$ cat src/rtl/div_pkg.sv
// Shared types and constants for the iterative restoring divider.
// Optional signed mode is enabled by SEQ_DIVIDER_SIGNED_EN.
package div_pkg;

    typedef enum logic [1:0] {
        IDLE,
        CALC,
        DONE
    } state_e;

    // Quotient reported for a zero divisor: all ones at width w (w <= 64).
    function automatic logic [63:0] dbz_quot(input int w);
        return {64{1'b1}} >> (64 - w);
    endfunction

endpackage

$ cat src/rtl/seq_divider_if.sv
// Operand/result valid-ready bundle for seq_divider.
// The divider side uses the slave modport.
interface seq_divider_if #(
    parameter int N = 32
);
    logic [N-1:0] a_in;
    logic [N-1:0] b_in;
    logic         in_valid;
    logic         in_ready;
    logic [N-1:0] q;
    logic [N-1:0] r;
    logic         div_by_zero;
    logic         out_valid;
    logic         out_ready;

    modport master (
        output a_in, b_in, in_valid, out_ready,
        input  in_ready, q, r, div_by_zero, out_valid
    );

    modport slave (
        input  a_in, b_in, in_valid, out_ready,
        output in_ready, q, r, div_by_zero, out_valid
    );
endinterface

$ cat src/rtl/div_step.sv
// One combinational restoring-division iteration.
// The extra top bit of the trial difference acts as the borrow/sign.
module div_step #(
    parameter int N = 32
) (
    input  logic [N:0]   rem_i,
    input  logic         msb_i,
    input  logic [N-1:0] dsr_i,
    output logic [N:0]   rem_o,
    output logic         q_o
);
    logic [N+1:0] wide;
    logic [N+1:0] trial;

    always_comb begin
        wide  = {rem_i, msb_i};
        trial = wide - {2'b00, dsr_i};
        q_o   = ~trial[N+1];
        rem_o = q_o ? trial[N:0] : wide[N:0];
    end
endmodule

$ cat src/rtl/seq_divider.sv
// Iterative restoring divider, one quotient bit per clock, valid/ready I/O.
// Define SEQ_DIVIDER_SIGNED_EN for two's-complement operands.
module seq_divider
    import div_pkg::*;
#(
    parameter  int N  = 32,
    localparam int CW = $clog2(N + 1)
) (
    input logic          clk,
    input logic          rst,
    seq_divider_if.slave bus
);
    localparam logic [N-1:0] QDBZ = N'(dbz_quot(N));

    state_e         state_q, state_d;
    logic [CW-1:0]  cnt_q, cnt_d;
    logic [N-1:0]   dvd_q, dvd_d;
    logic [N-1:0]   dsr_q, dsr_d;
    logic [N:0]     rem_q, rem_d;
    logic [N-1:0]   q_q, q_d;
    logic [N-1:0]   r_q, r_d;
    logic           dbz_q, dbz_d;
    logic [N:0]     step_rem;
    logic           step_bit;
    logic [N-1:0]   a_mag, b_mag;
    logic [N-1:0]   q_raw, r_raw;
    logic [N-1:0]   q_fin, r_fin;

    div_step #(.N(N)) u_step (
        .rem_i (rem_q),
        .msb_i (dvd_q[N-1]),
        .dsr_i (dsr_q),
        .rem_o (step_rem),
        .q_o   (step_bit)
    );

    assign q_raw = {dvd_q[N-2:0], step_bit};
    // A zero divisor runs one dummy step; dvd still holds |a| untouched.
    assign r_raw = dbz_q ? dvd_q : step_rem[N-1:0];

`ifdef SEQ_DIVIDER_SIGNED_EN
    logic a_neg_q, a_neg_d;
    logic q_neg_q, q_neg_d;

    assign a_mag = bus.a_in[N-1] ? -bus.a_in : bus.a_in;
    assign b_mag = bus.b_in[N-1] ? -bus.b_in : bus.b_in;
    assign q_fin = q_neg_q ? -q_raw : q_raw;
    assign r_fin = a_neg_q ? -r_raw : r_raw;
`else
    assign a_mag = bus.a_in;
    assign b_mag = bus.b_in;
    assign q_fin = q_raw;
    assign r_fin = r_raw;
`endif

    always_comb begin
        state_d = state_q;
        cnt_d   = cnt_q;
        dvd_d   = dvd_q;
        dsr_d   = dsr_q;
        rem_d   = rem_q;
        q_d     = q_q;
        r_d     = r_q;
        dbz_d   = dbz_q;
`ifdef SEQ_DIVIDER_SIGNED_EN
        a_neg_d = a_neg_q;
        q_neg_d = q_neg_q;
`endif
        unique case (state_q)
            IDLE: begin
                if (bus.in_valid) begin
                    dvd_d   = a_mag;
                    dsr_d   = b_mag;
                    rem_d   = '0;
                    dbz_d   = (bus.b_in == '0);
                    cnt_d   = dbz_d ? CW'(1) : CW'(N);
                    state_d = CALC;
`ifdef SEQ_DIVIDER_SIGNED_EN
                    a_neg_d = bus.a_in[N-1];
                    q_neg_d = bus.a_in[N-1] ^ bus.b_in[N-1];
`endif
                end
            end
            CALC: begin
                cnt_d = cnt_q - CW'(1);
                dvd_d = q_raw;
                rem_d = step_rem;
                if (cnt_q == CW'(1)) begin
                    q_d     = dbz_q ? QDBZ : q_fin;
                    r_d     = r_fin;
                    state_d = DONE;
                end
            end
            DONE: begin
                if (bus.out_ready) state_d = IDLE;
            end
            default: state_d = IDLE;
        endcase
    end

    always_ff @(posedge clk) begin
        if (rst) begin
            state_q <= IDLE;
            cnt_q   <= '0;
            dvd_q   <= '0;
            dsr_q   <= '0;
            rem_q   <= '0;
            q_q     <= '0;
            r_q     <= '0;
            dbz_q   <= 1'b0;
`ifdef SEQ_DIVIDER_SIGNED_EN
            a_neg_q <= 1'b0;
            q_neg_q <= 1'b0;
`endif
        end else begin
            state_q <= state_d;
            cnt_q   <= cnt_d;
            dvd_q   <= dvd_d;
            dsr_q   <= dsr_d;
            rem_q   <= rem_d;
            q_q     <= q_d;
            r_q     <= r_d;
            dbz_q   <= dbz_d;
`ifdef SEQ_DIVIDER_SIGNED_EN
            a_neg_q <= a_neg_d;
            q_neg_q <= q_neg_d;
`endif
        end
    end

    assign bus.in_ready    = (state_q == IDLE);
    assign bus.out_valid   = (state_q == DONE);
    assign bus.q           = q_q;
    assign bus.r           = r_q;
    assign bus.div_by_zero = dbz_q;
endmodule
$ cat src/flat_wrapper.sv
// flat-port wrapper written by rule: the top's interface ports become plain ports
module seq_divider_flat import div_pkg::*;
#(
    parameter  int N  = 32,
    localparam int CW = $clog2(N + 1)
)
  (clk, rst, bus_a_in, bus_b_in, bus_in_valid, bus_out_ready, bus_in_ready, bus_q, bus_r, bus_div_by_zero, bus_out_valid);
  seq_divider_if #(.N(N)) bus_i ();
  input logic clk;
  input logic rst;
  input wire logic [$bits(bus_i.a_in)-1:0] bus_a_in;
  input wire logic [$bits(bus_i.b_in)-1:0] bus_b_in;
  input wire logic [$bits(bus_i.in_valid)-1:0] bus_in_valid;
  input wire logic [$bits(bus_i.out_ready)-1:0] bus_out_ready;
  output wire logic [$bits(bus_i.in_ready)-1:0] bus_in_ready;
  output wire logic [$bits(bus_i.q)-1:0] bus_q;
  output wire logic [$bits(bus_i.r)-1:0] bus_r;
  output wire logic [$bits(bus_i.div_by_zero)-1:0] bus_div_by_zero;
  output wire logic [$bits(bus_i.out_valid)-1:0] bus_out_valid;
  assign bus_i.a_in = bus_a_in;
  assign bus_i.b_in = bus_b_in;
  assign bus_i.in_valid = bus_in_valid;
  assign bus_i.out_ready = bus_out_ready;
  assign bus_in_ready = bus_i.in_ready;
  assign bus_q = bus_i.q;
  assign bus_r = bus_i.r;
  assign bus_div_by_zero = bus_i.div_by_zero;
  assign bus_out_valid = bus_i.out_valid;
  seq_divider #(.N(N)) u_core (.clk(clk), .rst(rst), .bus(bus_i));
endmodule
$ cat config.mk
export PLATFORM = sky130hd
export DESIGN_NAME = seq_divider_flat
export DESIGN_NICKNAME = d
export VERILOG_FILES = /design/src/rtl/div_pkg.sv /design/src/rtl/seq_divider_if.sv /design/src/rtl/div_step.sv /design/src/rtl/seq_divider.sv /design/src/flat_wrapper.sv
export SDC_FILE = /design/constraint.sdc
export NUM_CORES = 1
export LEC_CHECK = 0
export BUFFER_PORTS_ARGS = -buffer_cell sky130_fd_sc_hd__buf_2
export CORE_ASPECT_RATIO = 1.75
export CORE_MARGIN = 4
export CORE_UTILIZATION = 45
export CTS_BUF_LIST = sky130_fd_sc_hd__clkbuf_2
export DETAILED_ROUTE_END_ITERATION = 7
export PLACE_DENSITY = 0.68
export SETUP_SLACK_MARGIN = 0.5
export SLEW_MARGIN = 0
export SYNTH_ARGS = -nofsm -noshare
export SYNTH_HDL_FRONTEND = slang
export SYNTH_SLANG_ARGS = --single-unit
$ cat constraint.sdc
create_clock -name clk -period 2.65 [get_ports clk]
set_input_delay 0.795 -clock clk [delete_from_list [all_inputs] [get_ports clk]]
set_output_delay 0.795 -clock clk [all_outputs]
set_load 0.01 [all_outputs]
# After elaboration in Yosys (flattened, before gate mapping)
# Index checks and enable logic that the tools add are counted.
[word_totals]
inputBits = 68
output_inout_bits = 67
regBits = 170
[classes]
addsub = 2
mux = 14
n_reduce_logical = 7
n_bitwise = 1
n_eq_ne = 6
[ops]
columns = ["cell", "n"]
rows = [
  ["two-way mux 32 bit", 3],
  ["two-way mux 33 bit", 2],
  ["one-hot mux 33 bit (2 select lines)", 1],
  ["one-hot mux 32 bit (2 select lines)", 1],
  ["subtractor 34 x 32 -> 34 bit", 1],
  ["zero test 32 bit", 1],
  ["two-way mux 6 bit", 2],
  ["one-hot mux 6 bit (2 select lines)", 1],
  ["== test 6 x 1 -> 1 bit (second input constant)", 1],
  ["two-way mux 2 bit", 3],
  ["one-hot mux 2 bit (3 select lines)", 1],
  ["AND reduction 2 bit", 3],
  ["subtractor 6 x 1 -> 6 bit (second input constant)", 1],
  ["inequality test 2 bit (second input constant)", 2],
  ["AND reduction 3 bit", 1],
  ["== test 2 x 1 -> 1 bit (second input constant)", 1],
  ["== test 2 bit (second input constant)", 1],
  ["zero test 2 bit", 1],
  ["inequality test 2 x 1 -> 1 bit (second input constant)", 1],
  ["nonzero test 2 bit", 1],
  ["inverter 1 bit", 1],
]

# Logic depth before layout (Yosys ltp)
# Gate-level depths: netlist of run 1.
[depth]
ltp_word = 4
depth_mapped = 14
mapped_depth_nobuf = 13

# Hierarchy
# A second synthesis of run 1 with hierarchy kept.
[unflattened]
cells_unflattened = 1084
hier_area_um2 = 8897.3
[modules_own_cells]
columns = ["module", "instances", "cells_per_inst", "area_per_inst_um2", "seq_area_each_um2"]
rows = [
  ["seq_divider", 1, 778, 6683.9, 3403.3],
  ["div_step", 1, 306, 2213.4, 0.0],
]

# Worst setup path after synthesis of run 1
# Ideal clock, no wire load.
[synth_timing]
path_type = "register to register"
startpoint = "reg u_core.dvd_q[31]"
endpoint = "reg u_core.r_q[26], in the netlist u_core.bus.r[26]"
setup_time_ns = 0.087
path_slack_ns = -0.128
stages_incl_launch_ff = 14
synth_period_minus_slack_ns = 2.778
arrival_time_ns = 2.691
path_cell_list = "dfxtp_1 inv_1 ha_1 inv_1 fa_1 a211oi_1 o211ai_1 a41oi_1 a21oi_1 a41o_1 a311oi_1 xnor2_1 a211oi_1 o31ai_1"
[synth_between]
elab_chain_cells = 3
[synth_lines]
columns = ["item", "line", "source"]
rows = [
  ["from (decl)", "seq_divider.sv:17", "logic [N-1:0] dvd_q, dvd_d;"],
  ["from (signal assigned)", "seq_divider.sv:118", "dvd_q <= dvd_d;"],
  ["subtractor 34 x 32 -> 34 bit", "div_step.sv:17", "trial = wide - {2'b00, dsr_i};"],
  ["two-way mux 33 bit", "div_step.sv:19", "rem_o = q_o ? trial[N:0] : wide[N:0];"],
  ["two-way mux 32 bit", "seq_divider.sv:39", "assign r_raw = dbz_q ? dvd_q : step_rem[N-1:0];"],
  ["to (signal assigned)", "seq_divider.sv:122", "r_q <= r_d;"],
  ["to (decl)", "seq_divider.sv:21", "logic [N-1:0] r_q, r_d;"],
]
# Every way passes these cells.
# A chain may end at the register's enable or synchronous reset.

# Worst setup path in the final report of run 1
[layout_timing]
startpoint = "reg u_core.dsr_q[26]"
endpoint = "reg u_core.rem_q[11]"
[layout_between]
elab_chain_cells = 3
[layout_lines]
columns = ["item", "line", "source"]
rows = [
  ["from (decl)", "seq_divider.sv:18", "logic [N-1:0] dsr_q, dsr_d;"],
  ["from (signal assigned)", "seq_divider.sv:119", "dsr_q <= dsr_d;"],
  ["subtractor 34 x 32 -> 34 bit", "div_step.sv:17", ""],
  ["two-way mux 33 bit", "div_step.sv:19", ""],
  ["one-hot mux 33 bit (2 select lines)", "seq_divider.sv:69", "unique case (state_q)"],
  ["to (signal assigned)", "seq_divider.sv:120", "rem_q <= rem_d;"],
  ["to (decl)", "seq_divider.sv:19", "logic [N:0] rem_q, rem_d;"],
]
# Every way passes these cells.

==> results of run 1 <==
==> power by group through the flow <==
stage | logic (uW) | registers (uW) | clock network [uW]
after detailed placement | 7380 | 3130 | 0
after global placement | 7290 | 3130 | 0
after CTS | 9700 | 3100 | 1820
final | 11400 | 3140 | 1800
after global routing | 12000 | 3160 | 1910
after floorplan | 5090 | 3060 | 0
==> worst max-delay path, delay by kind of cell, from the launching register on <==
kind                       cells  cell delay, ps
AOI/OAI and AO/OA              7            1420
buffers and inverters          4             480
DFF                            1             390
and+or+nand+nor                2             280
adders and majority gates      1             210
==> area by class of cell <==
class	count	area [sq um]
timing repair buffer	296	2340
tap	248	310
multi-input combinational	909	6380
clock buffer	19	95.1
antenna	1	2.50
sequential	170	3490
inverter	44	165
clock inverter	13	239
fill	1707	7340
==> registers in the layout, summed over array words and instances (netlist names) <==
register	count
u_core.dsr_q	32
u_core.state_q	2
u_core.rem_q	33
u_core.dvd_q	32
u_core.cnt_q	6
u_core.bus.r	32
u_core.bus.q	32
u_core.bus.div_by_zero	1
==> layer usage <==
layer | share of wire (%) | up-vias | track usage, %
li1 | - | 4781 | -
met1 | 38 | 4818 | 30.5
met2 | 51 | 454 | 45.6
met5 | 0 | - | 0
met4 | 4.8 | 0 | 11.9
met3 | 5.7 | 110 | 2.95
==> stage by stage <==
| stage | cells | TNS, ps | setup WS (ps) | util, % | hold slack, ps |
|---|---|---|---|---|---|
| finish | 1700 | -6930 | -275 | 64.0 | 239 |
| global placement | 1621 | -6910 | -246 | 54.5 | 442 |
| global route | 1700 | -13800 | -389 | 64.0 | 214 |
| CTS | 1680 | -1820 | -128 | 60.4 | 188 |
| floorplan | 1216 | 0 | 99.6 | - | 435 |
| detailed placement | 1621 | -9300 | -279 | 54.5 | 446 |
==> layout by cell type (no fill, tap or decap), types with 12 or more instances in the layout <==
master    instances
a21o_1           14
a211oi_2         15
nand3b_1         21
a21oi_2          18
buf_2           119
dfxtp_1         101
ha_1             24
a311oi_1         31
buf_6            39
nand2_1         179
a21oi_1          83
nor2_1          111
dfxtp_2          67
clkbuf_2         19
o211ai_1         12
o41ai_2          13
o21ai_0          20
nor3_4           13
nor3_1           73
o21ai_1          25
inv_1            40
buf_4           117
nand3_1          24
nor3_2           15
==> repair_timing <==
item | 4_1_cts | 5_1_grt
pin swaps | 32 | 61
gates cloned | 5 | 2
setup endpoints to repair | 82 | 124
resized for setup | 149 | 140
buffers inserted | 22 | 17
==> final timing paths <==
check	depth (start not counted)	from	endpoint	slack, ps
setup / recovery	14	u_core.dsr_q[26]	u_core.rem_q[11]	-280
hold / removal	2	rst	u_core.bus.div_by_zero	240
setup reg to reg	14	u_core.dsr_q[26]	u_core.rem_q[11]	-280
hold reg to reg	2	u_core.dsr_q[8]	u_core.dsr_q[8]	470
==> cells by family after synthesis <==
family,count (synthesis)
AO/OA/AOI/OAI,334
XOR/XNOR,25
adder cells (fa/ha/maj),35
buffers and inverters,138
flip-flops,170
multiplexers,4
AND/OR/NAND/NOR,510
==> summary.txt, run 1 <==
Setup path
  – Crit. End Element: flip-flop
  – Crit Path Max Fanout: 5
  – CP Class: reg -> reg
  – Worst path slowest cell: a221o_1
  – Largest stage delay, worst path: about 430 ps
  – Critical path startpoint category: flip-flop
  – Critical path arrival: approximately 3500 ps
  – Critical Path RT: 3270 ps
  – Critical-path cell list: inv_2, ha_4, a21o_1, a21oi_2, o21ai_2, a21bo_2, a221o_1, nor3_4, buf_6, nor2_4, buf_6, buf_16, o211ai_1, a21oi_1
  – Critical path's most frequent cell: buf_6

Pwr
  – Sequential share of power: a little under a fifth
  – Max VDD drop: approximately 650 uV
  – Leak pwr: between 0.005 and 0.006 uW
  – Power Density: between 1000 and 1500 nW/um^2
  – Total power: about 16000 uW
  – Clock power frac: between 10 and 15%
  – P_int: a little over 9000 uW
  – Comb pwr share: between 60% and 70%
  – P_sw: ~7300 uW
  – Sw Share: 44.5%

Run
  – Max cap viols: 0

Routing
  – Drt pass-1 iters: 6
  – Routed wire length: ~32 mm
  – Drt drc: 0
  – Routed Antenna Nets: 0
  – DR vias: ~10000
  – Post-DR vias/cell: about 6.0
  – Avg WL per Cell: around 19 um
  – Initial drt markers: between 800 and 900

STA
  – Fin Clk Skew: 29.9 ps
  – RSZ-0062 raised after global routing: true
  – Setup ws final: -275 ps
  – Period utilization: 110%
  – Slew headroom: a little under three fifths
  – Fmax achieved: between 300 and 400 MHz
  – Minimum clock period: 2930 ps
  – Final-report max-slew violation count: 0
  – Final Hold Fails: 0
  – Worst-Margin Slew: around 660 ps
  – Final setup fails: 63

CTS
  – Clk pin slew, worst setup/hold paths: approximately 250 ps
  – Clock root buffer: clkbuf_2
  – Worst skew pair latency: approximately 760 ps
  – Clock H-tree levels: 4
  – CTS tree: built
  – Number of CTS-inserted buffers: 17
  – Longest Clk Path Bufs: 2
  – Clk sinks: between 150 and 200
  – Hold Buf Count CTS: 0

Placed design
  – Placement Cell Area: about 11000 sq um
  – Post-DP HPWL: roughly 21 mm
  – GP Congestion: about 0.91
  – Number of port buffers: 134

Synth
  – Compound-gate portion of the synthesized area: between 20% and 30%
  – Largest area contributor in the netlist: dfxtp_1
  – Synth top area cells: dfxtp_1 36%, nand2_1 7.4%, a21oi_1 5.5%
  – Yosys Warn Count: 0
  – Ys async rst share: 0%
  – Synth cell types: between 60 and 70
  – EDFF count, synth: 0
  – Post-Synth Adder-Cell Area: between 4 and 5%
  – Combinational family with the most area after synthesis: simple AND/OR/NAND/NOR gates
  – Post-Synth XOR/XNOR Area: ~2.3%
  – Seq/Total Area, Yosys: 36.5%
  – Post-synth top area share: 36.5%
  – Fraction of the mapped netlist area in simple logic gates: roughly a quarter
  – Mapped cell area: a little over 9000 sq um
  – Most numerous cell in the Yosys netlist: nand2_1
  – Syn avg cell area: approximately 7.7 sq um
  – List of most frequent post-synthesis cells: 185 x nand2_1, 170 x dfxtp_1, 114 x nor2_1, 102 x a21oi_1, 89 x nor3_1
  – Syn Inst Count: about 1200
  – Synthesis-stage register bit count: 170
  – Post-synthesis mux area share: less than 1%
  – Ys flop type: dfxtp_1
  – Syn Nets: 1319

Status
  – Failing checks: negative setup slack
  – Status: finished with violations

Finish
  – Post-layout nets: ~1500
  – P&R area growth vs syn: 39.7%
  – Final Cell Area: around 13000 sq um
  – Share of layout cells above drive strength 1: 39.4%

Global route
  – Gr usage total: roughly a quarter
  – Initial antenna violation count: 1
  – Grt ovf: 0
  – Pin count of the biggest net entering global routing: around 80
  – Vias in the first global route: 9533
  – First-pass GRT wire length: 47.8 mm

Floorplan
  – Die Wd: 117 um
  – Die height: around 200 um
  – Core area: 20400 sq um
  – Die area: ~23000 sq um
  – Initial Util: a little under half
  – IO Pins: ~140
  – FP Rows: 69

Min path
  – Tightest Hold Check Type: in -> reg
Power figures use the tool's default switching activity.
==> run 2: changes to the inputs <==
- RECOVER_POWER: default -> 50
==> run 2 against run 1 <==
Compared with the run above:
- the run still ends with negative setup slack left
- sequential power about the same
- clock power about the same
- hold slack worse by 2.2 ps
- utilization down 0.33 points
- setup slack worse by 6.0 ps
- sequential share of layout area increased by 0.11 points
- critical path type unchanged
- maximum frequency fell by 0.21%
- critical path depth unchanged
- first-iteration DRC count fell by 9.9%
- flip-flop and latch count is the same
- via count shrank 0.90%
==> summary.txt, run 2 (same netlist as run 1, synthesis figures left out) <==
Status
  – Status: finished with violations
  – Failing checks: negative setup slack

Finish
  – Most common cell after layout, fill and taps aside: nand2_1
  – Share of layout cells above drive strength 1: 38.9% (-0.48 points)
  – Post-layout nets: 1541 (unchanged)
  – Biggest register: u_core.rem_q
  – Final Cell Area: 13000 sq um (-0.52%)
  – Most frequent cells in the layout: 180 x nand2_1, 119 x buf_2, 114 x buf_4
  – P&R area growth vs syn: 39.0%
  – Max reg flops: 33 (unchanged)

Global route
  – Grt ovf: 0 (unchanged)
  – Vias in the first global route: 9533 (unchanged)
  – Pin count of the biggest net entering global routing: 79 (unchanged)
  – Gr usage total: 25.7% (unchanged)
  – Initial antenna violation count: 1 (unchanged)
  – First-pass GRT wire length: 47.8 mm (unchanged)

Pwr
  – Power Density: 1260 nW/um^2 (+0.46%)
  – Leak pwr: 0.00538 uW (-0.50%)
  – Max VDD drop: 648 uV (-0.19%)

STA
  – Final-report max-slew violation count: 0 (unchanged)
  – Minimum clock period: 2930 ps (+6.01 ps)
  – Final setup fails: 65 (+3.2%)
  – Slew headroom: 36.2% (-19 points)
  – Final Hold Fails: 0 (unchanged)
  – Fin Clk Skew: 42.5 ps (+12.5 ps)
  – RSZ-0062 raised after global routing: true
  – Fmax achieved: 341 MHz (-0.21%)
  – Setup ws final: -281 ps (-6.01 ps)
  – Period utilization: 111% (+0.23 points)
  – Min Hold Slack: 237 ps (-2.18 ps)
  – Worst-Margin Slew: 955 ps (+291 ps)

Floorplan
  – Die Wd: 117 um (unchanged)
  – Die height: 198 um (unchanged)
  – Die area: 23200 sq um (unchanged)
  – Core area: 20400 sq um (unchanged)
  – FP Rows: 69 (unchanged)
  – IO Pins: 135 (unchanged)
  – Initial Util: 45.8% (unchanged)

CTS
  – Clk pin slew, worst setup/hold paths: 250 ps (about the same)
  – Clk sinks: 170 (unchanged)
  – Number of CTS-inserted buffers: 17 (unchanged)
  – Worst skew pair latency: 770 ps (about the same)
  – Clock H-tree levels: 4 (unchanged)
  – Longest Clk Path Bufs: 2 (unchanged)
  – CTS tree: built
  – Clock root buffer: clkbuf_2

Setup path
  – Crit Path Max Fanout: 5 (unchanged)
  – R2R setup slack: -280 ps (about the same)
  – Critical path startpoint category: flip-flop
  – Crit. End Element: flip-flop
  – FF-to-FF Start: u_core.dsr_q[26]
  – Worst Reg-to-Reg Cells: 14 (unchanged)
  – CP Class: reg -> reg
  – Critical Path RT: 3250 ps (-20 ps)
  – Crit Reg-Reg Endpoint: u_core.rem_q[11]
  – Critical path arrival: 3540 ps (about the same)

Min path
  – Worst hold stages: 2 (unchanged)
  – Tightest Hold Check Type: in -> reg
  – Min-Delay Endpoint: u_core.bus.div_by_zero
  – Min-delay src: rst

Placed design
  – Number of port buffers: 134 (unchanged)
  – GP Congestion: 0.907 (unchanged)
  – Post-DP HPWL: 21.3 mm (unchanged)
  – Placement Cell Area: 11100 sq um (unchanged)

Routing
  – Drt pass-1 iters: 5 (-1)
  – DR vias: 10100 (-0.90%)
  – Routed Antenna Nets: 0 (unchanged)
  – Initial drt markers: 784 (-9.9%)
  – Post-DR vias/cell: 5.92 (-0.90%)
  – Drt drc: 0 (unchanged)
  – Avg WL per Cell: 19.0 um (+0.27%)
  – Routed wire length: 32.2 mm (+0.27%)

Run
  – Max cap viols: 0 (unchanged)
==> run 2: cell type report <==
cell class / count / area (sq um)
clock inverter: 13 / 239
antenna: 1 / 2.50
clock buffer: 19 / 95.1
fill: 1722 / 7410
sequential: 170 / 3490
multi-input combinational: 909 / 6360
tap: 248 / 310
inverter: 44 / 165
timing repair buffer: 296 / 2300
==> run 2: worst max-delay path by stage <==
stage                           from                to  slack (ps)  cells past startpoint
detailed placement  u_core.dsr_q[26]   u_core.bus.r[7]        -280                     14
floorplan           u_core.dsr_q[18]  u_core.bus.r[25]         100                     14
global route        u_core.dsr_q[26]  u_core.rem_q[11]        -390                     14
finish              u_core.dsr_q[26]  u_core.rem_q[11]        -280                     14
global placement    u_core.dsr_q[26]   u_core.rem_q[2]        -250                     14
CTS                 u_core.dvd_q[31]  u_core.bus.r[30]        -130                     13
==> run 2: what timing repair did <==
item,4_1_cts,5_1_grt
hold buffers,0,0
gates resized for setup,149,140
pin swaps,32,61
cloned,5,2
endpoints found under the setup margin,82,124
buffers inserted,22,17
endpoints found under the hold margin,0,0
==> run 2: layer usage <==
| layer | up-vias | routed length, um | track usage [%] |
|---|---|---|---|
| met5 | - | 0 | 0 |
| met4 | 0 | 1560 | 11.9 |
| met3 | 95 | 1830 | 2.95 |
| met2 | 434 | 16500 | 45.6 |
| met1 | 4765 | 12300 | 30.5 |
| li1 | 4778 | - | - |
==> run 2: where the power goes <==
group / total (uW) / switching [uW] / internal (uW)
clock network: 1810 / 974 / 832
registers: 3140 / 295 / 2840
logic: 11400 / 5990 / 5370
==> run 2: worst max-delay path, stage by stage (launching register included) <==
cell and delay (ps):
dfxtp_2 390, inv_2 40, ha_4 210, a21o_1 170, a21oi_2 160, o21ai_2 70, a21bo_2 240, a221o_1 430
nor3_4 220, buf_6 150, nor2_4 60, buf_6 150, buf_16 140, o211ai_1 210, a21oi_1 140
==> run 2: per-stage QoR <==
step | cells | TNS [ps] | setup WS [ps] | power [uW] | utilization [%]
floorplan | 1216 | 0 | 99.6 | 8150 | -
global placement | 1621 | -6910 | -246 | 10400 | 54.5
detailed placement | 1621 | -9300 | -279 | 10500 | 54.5
CTS | 1680 | -1820 | -128 | 14600 | 60.4
global route | 1700 | -14000 | -389 | 17000 | 63.6
finish | 1700 | -7070 | -281 | 16300 | 63.6
